===== src/rtl/param_up_down_counter_if.sv =====
// rtl/param_up_down_counter_if.sv - control/status bundle for param_up_down_counter
interface param_up_down_counter_if #(
    parameter int WIDTH  = 8,
    parameter int STEP_W = 4
);
    logic              en;
    logic              up_dn;
    logic              ld;
    logic [WIDTH-1:0]  d;
    logic              lim_ld;
    logic [WIDTH-1:0]  lim;
    logic [STEP_W-1:0] step;
    logic              clr_flags;
    logic [WIDTH-1:0]  q;
    logic              tc;
    logic              ovf;
    logic              unf;
    logic              zero;
    logic              at_max;

    modport master (
        output en, up_dn, ld, d, lim_ld, lim, step, clr_flags,
        input  q, tc, ovf, unf, zero, at_max
    );

    modport slave (
        input  en, up_dn, ld, d, lim_ld, lim, step, clr_flags,
        output q, tc, ovf, unf, zero, at_max
    );
endinterface


===== src/rtl/param_up_down_counter.sv =====
// rtl/param_up_down_counter.sv - modulo-(L+1) up/down counter with flags; UDC_SAT_EN selects saturation
module param_up_down_counter #(
    parameter int WIDTH  = 8,
    parameter int STEP_W = 4
) (
    input  logic                  clk,
    input  logic                  reset,
    param_up_down_counter_if.slave bus
);
    logic [WIDTH-1:0] q_r;
    logic [WIDTH-1:0] lim_r;
    logic             tc_r;
    logic             ovf_r;
    logic             unf_r;

    logic [WIDTH:0]   lim_p1;
    logic [WIDTH:0]   step_x;
    logic [WIDTH:0]   s;
    logic [WIDTH:0]   q_x;
    logic [WIDTH:0]   sum;
    logic [WIDTH:0]   cnt_x;
    logic             up_bnd;
    logic             dn_bnd;
    logic             count_cyc;
    logic             up_ev;
    logic             dn_ev;
    logic [WIDTH-1:0] d_clip;

    // All arithmetic is one bit wider than the counter so q+s and L+1 never truncate.
    always_comb begin
        lim_p1 = {1'b0, lim_r} + 1'b1;
        step_x = {{(WIDTH + 1 - STEP_W){1'b0}}, bus.step};
        s      = (step_x < lim_p1) ? step_x : lim_p1;
        q_x    = {1'b0, q_r};
        sum    = q_x + s;
        up_bnd = (sum > {1'b0, lim_r});
        dn_bnd = (s > q_x);
        cnt_x  = q_x;
        if (!bus.up_dn) begin
            if (!up_bnd)
                cnt_x = sum;
            else begin
`ifdef UDC_SAT_EN
                cnt_x = {1'b0, lim_r};
`else
                cnt_x = sum - lim_p1;
`endif
            end
        end else begin
            if (!dn_bnd)
                cnt_x = q_x - s;
            else begin
`ifdef UDC_SAT_EN
                cnt_x = '0;
`else
                cnt_x = q_x + lim_p1 - s;
`endif
            end
        end
    end

    assign count_cyc = bus.en & ~bus.lim_ld & ~bus.ld;
    assign up_ev     = count_cyc & ~bus.up_dn & up_bnd;
    assign dn_ev     = count_cyc &  bus.up_dn & dn_bnd;
    assign d_clip    = (bus.d > lim_r) ? lim_r : bus.d;

    always_ff @(posedge clk) begin
        if (reset) begin
            q_r   <= '0;
            lim_r <= '1;
            tc_r  <= 1'b0;
            ovf_r <= 1'b0;
            unf_r <= 1'b0;
        end else begin
            tc_r  <= up_ev | dn_ev;
            // A boundary event in the same cycle as clr_flags keeps the flag set.
            ovf_r <= (ovf_r & ~bus.clr_flags) | up_ev;
            unf_r <= (unf_r & ~bus.clr_flags) | dn_ev;
            if (bus.lim_ld) begin
                lim_r <= bus.lim;
                if (q_r > bus.lim)
                    q_r <= bus.lim;
            end else if (bus.ld) begin
                q_r <= d_clip;
            end else if (bus.en) begin
                q_r <= cnt_x[WIDTH-1:0];
            end
        end
    end

    assign bus.q      = q_r;
    assign bus.tc     = tc_r;
    assign bus.ovf    = ovf_r;
    assign bus.unf    = unf_r;
    assign bus.zero   = (q_r == '0);
    assign bus.at_max = (q_r == lim_r);
endmodule


===== src/flat_wrapper.sv =====
// flat-port wrapper written by rule: the top's interface ports become plain ports
module param_up_down_counter_flat 
#(
    parameter int WIDTH  = 8,
    parameter int STEP_W = 4
)
  (clk, reset, bus_en, bus_up_dn, bus_ld, bus_d, bus_lim_ld, bus_lim, bus_step, bus_clr_flags, bus_q, bus_tc, bus_ovf, bus_unf, bus_zero, bus_at_max);
  param_up_down_counter_if #(.WIDTH(WIDTH), .STEP_W(STEP_W)) bus_i ();
  input  logic clk;
  input  logic reset;
  input wire logic [$bits(bus_i.en)-1:0] bus_en;
  input wire logic [$bits(bus_i.up_dn)-1:0] bus_up_dn;
  input wire logic [$bits(bus_i.ld)-1:0] bus_ld;
  input wire logic [$bits(bus_i.d)-1:0] bus_d;
  input wire logic [$bits(bus_i.lim_ld)-1:0] bus_lim_ld;
  input wire logic [$bits(bus_i.lim)-1:0] bus_lim;
  input wire logic [$bits(bus_i.step)-1:0] bus_step;
  input wire logic [$bits(bus_i.clr_flags)-1:0] bus_clr_flags;
  output wire logic [$bits(bus_i.q)-1:0] bus_q;
  output wire logic [$bits(bus_i.tc)-1:0] bus_tc;
  output wire logic [$bits(bus_i.ovf)-1:0] bus_ovf;
  output wire logic [$bits(bus_i.unf)-1:0] bus_unf;
  output wire logic [$bits(bus_i.zero)-1:0] bus_zero;
  output wire logic [$bits(bus_i.at_max)-1:0] bus_at_max;
  assign bus_i.en = bus_en;
  assign bus_i.up_dn = bus_up_dn;
  assign bus_i.ld = bus_ld;
  assign bus_i.d = bus_d;
  assign bus_i.lim_ld = bus_lim_ld;
  assign bus_i.lim = bus_lim;
  assign bus_i.step = bus_step;
  assign bus_i.clr_flags = bus_clr_flags;
  assign bus_q = bus_i.q;
  assign bus_tc = bus_i.tc;
  assign bus_ovf = bus_i.ovf;
  assign bus_unf = bus_i.unf;
  assign bus_zero = bus_i.zero;
  assign bus_at_max = bus_i.at_max;
  param_up_down_counter #(.WIDTH(WIDTH), .STEP_W(STEP_W)) u_core (.clk(clk), .reset(reset), .bus(bus_i));
endmodule

===== config.mk =====
export PLATFORM = sky130hd
export DESIGN_NAME = param_up_down_counter_flat
export DESIGN_NICKNAME = d
export VERILOG_FILES = /design/src/rtl/param_up_down_counter_if.sv /design/src/rtl/param_up_down_counter.sv /design/src/flat_wrapper.sv
export SDC_FILE = /design/constraint.sdc
export NUM_CORES = 1
export LEC_CHECK = 0
export CAP_MARGIN = 15
export CORE_AREA = 10 10 101 103
export CTS_CLUSTER_DIAMETER = 120
export DETAILED_ROUTE_END_ITERATION = 8
export DIE_AREA = 0 0 111 113
export PLACE_DENSITY = 0.67
export SETUP_SLACK_MARGIN = 0.02
export SLEW_MARGIN = 40
export SYNTH_ARGS = -nofsm -noshare
export SYNTH_HDL_FRONTEND = slang
export SYNTH_SLANG_ARGS = --single-unit

===== constraint.sdc =====
create_clock -name clk -period 14.1 [get_ports clk]
set_input_delay 2.115 -clock clk [delete_from_list [all_inputs] [get_ports clk]]
set_output_delay 2.115 -clock clk [all_outputs]
set_load 0.02 [all_outputs]

==> results.sh <==
export IMPL_slowest_stage="a2111oi_0"
export IMPL_dr_wl_met2_mm=4.94
export IMPL_cp_required_ps=14240
export IMPL_p_per_area_nw_per_um2=121
export IMPL_holdBufCountCts=0
export IMPL_cp_max_fo=9
export IMPL_holdPathStages=2
export IMPL_grt_pass1_vias=3543
export IMPL_critical_path_class="in -> reg"
export IMPL_grt_setup_unrepaired="false"
export IMPL_synth_edf_count=0
export IMPL_drt_first_pass_iters=7
export IMPL_place_area_um2=4200
export IMPL_stdcell_area_um2=4240
export IMPL_yosysMostFrequentCell="ha_1"
export IMPL_cts_setup_buffers=0
export IMPL_cts_tree="done"
export IMPL_grt_antenna_before_repair=0
export IMPL_wirelength_mm=10.9
export IMPL_drive_gt1_share_pct=6.56
export IMPL_io_pins=40
export IMPL_tns_ps=0
export IMPL_avgSynthCellArea_um2=7.99
export IMPL_max_slew_margin_pct=51.5
export IMPL_io_buffer_count=39
export IMPL_areaGrowthSynthToFinish_pct=14.7
export IMPL_synth_cells_most_frequent="ha_1 (67), inv_1 (40), nor2_1 (30)"
export IMPL_drc_errors=0
export IMPL_fin_nets=605
export IMPL_ir_drop_v=0.0000541
export IMPL_ys_flop_type="dfxtp_1"
export IMPL_gp_congestion=0.925
export IMPL_yosys_warnings=0
export IMPL_worst_pin_slew_ps=726
export IMPL_yosysTopAreaCellShare_pct=22.7
export IMPL_insertion_delay_ps=270
export IMPL_min_period_over_period_pct=53.8
export IMPL_via_count=3514
export IMPL_grt_overflow_total=0
export IMPL_synth_area_um2=3700
export IMPL_power_leakage_nw=1.96
export IMPL_fin_crit_ps=7590
export IMPL_ctsHtreeMaxLevel=1
export IMPL_yosysTopAreaCell="ha_1"
export IMPL_ff2ff_path_depth=25
export IMPL_wl_met3_um=437
export IMPL_ys_seq_elements=19
export IMPL_cp_end_kind="flip-flop"
export IMPL_met1Wirelength_mm=5.11
export IMPL_die_area_um2=12500
export IMPL_cpPeakStageDelay_ps=460
export IMPL_cts_buffer_depth=2
export IMPL_path_clk_slew_ps=80
export IMPL_die_w_um=111
export IMPL_synthTopCellsByArea="ha_1 (23%), dfxtp_1 (10%), xnor2_1 (5.7%), inv_1 (4.1%), fa_1 (3.8%)"
export IMPL_fp_coreArea_um2=8130
export IMPL_synth_distinct_cells=75
export IMPL_start_util_pct=45.5
export IMPL_routedWlPerCell_um=18.0
export IMPL_synthCells=463
export IMPL_cp_cell_sequence="clkdlybuf4s50_1 > ha_1 > o21ai_0 > nand2b_1 > maj3_1 > maj3_2 > nand2_1 > nor2_1 > a21o_1 > ha_1 > fa_1 > nor2b_1 > o31a_1 > nor2_1 > o21bai_1 > xnor2_1 > ha_1 > a2111oi_0 > o21ai_1 > o22a_1 > nor2_2 > mux2_1 > o211ai_1 > a31oi_1"
export IMPL_final_hold_viol_count=0
export IMPL_place_ws_ps=6280
export IMPL_row_count=33
export IMPL_root_buffer="clkbuf_8"
export IMPL_path_common_cell="ha_1"
export IMPL_final_setup_skew_ps=12.0
export IMPL_drt_iter0_drc=190
export IMPL_seq_area_frac_synth_pct=10.3
export IMPL_maxCapViolations=0
export IMPL_worst_slack_ps=6510
export IMPL_topRoutingLayerUsed="met4"
export IMPL_fp_dieH_um=113
export IMPL_crit_arrival_ps=7730
export IMPL_grt_pass1_wl_mm=17.7
export IMPL_setup_violations_final=0
export IMPL_min_path_type="reg -> reg"
export IMPL_ant_nets=0
export IMPL_max_freq_mhz=132
export IMPL_avgViaCountPerCell=5.78
export IMPL_ff2ff_setup_slack_ps=7660
export IMPL_grt_max_degree=24
export IMPL_cts_sinks=19
export IMPL_crit_path_start_kind="primary input"
export IMPL_diodes=0
export IMPL_status="finished clean"
export IMPL_slew_violations=0
export IMPL_dp_hpwl_mm=9.09
export IMPL_cts_buffers=3
export IMPL_globalRouteTotalUtil_pct=16.8
export IMPL_ctsResizeCount=0
export IMPL_async_reset_ff_share_pct=0
-- per-stage QoR --
stage	power, W	utilization [%]	instances	hold slack [ps]
2_1_floorplan	0.000369	-	473	564
3_3_place_gp	0.000460	51.6	604	474
3_5_place_dp	0.000469	51.6	604	486
4_1_cts	0.000511	52.2	608	506
5_1_grt	0.000562	52.1	608	555
6_report	0.000512	52.1	608	502
-- power by group --
part	switching [W]	total [W]	internal, W
clock network	0.0000202	0.0000399	0.0000197
logic	0.000224	0.000395	0.000172
registers	0.0000170	0.0000774	0.0000604
total	0.000261	0.000512	0.000252
-- area by class of cell --
type	count	area [um^2]
multi-input combinational	396	3120
sequential	19	380
inverter	43	161
timing repair buffer	41	400
clock buffer	3	41.3
clock inverter	1	5.00
tap	105	131
fill	821	3890
-- metal layers --
| metal | up-vias | global-route usage [%] |
|---|---|---|
| met4 | 0 | 7.81 |
| met2 | 116 | 27.3 |
| met5 | - | 0 |
| met1 | 1639 | 22.3 |
| li1 | 1733 | - |
| met3 | 26 | 1.11 |
-- path summary, 6_finish.rpt --
check / from / endpoint
max: bus_step[1] / u_core.bus.q[1]
min: u_core.bus.unf / u_core.bus.unf
max reg2reg: u_core.lim_r[0] / u_core.bus.q[1]
min reg2reg: u_core.bus.unf / u_core.bus.unf
-- layout by cell type, fill, tap and decap left out, types with 13 or more instances in the layout --
cell and n:
a21oi_1 26, clkdlybuf4s50_1 38, dfxtp_1 19, ha_1 67, inv_1 40, nand2_1 27
nor2_1 30, o211ai_1 15, o21ai_0 24, xnor2_1 24, xor2_1 13
-- cell families after synthesis --
logic type | share of synthesized area (%)
adder cells (fa/ha/maj) | 27.0
XOR/XNOR | 10.6
AND/OR/NAND/NOR | 18.5
flip-flops | 10.3
multiplexers | 1.96
AO/OA/AOI/OAI | 25.0
buffers and inverters | 6.43
other | 0.203
-- critical path, delay by kind of cell --
kind / cells / cell delay, ps
adders and majority gates: 6 / 1900
AOI/OAI and AO/OA: 9 / 1730
and+or+nand+nor: 6 / 900
buffers and inverters: 1 / 440
muxes: 1 / 360
xor gates and xnor gates: 1 / 300
-- registers in the layout, summed over array words and instances, names as in the netlist --
signal          flops
u_core.bus.unf      1
u_core.lim_r        8
u_core.bus.ovf      1
u_core.bus.q        8
u_core.bus.tc       1
Note: power is estimated with default switching activity, not from simulation.
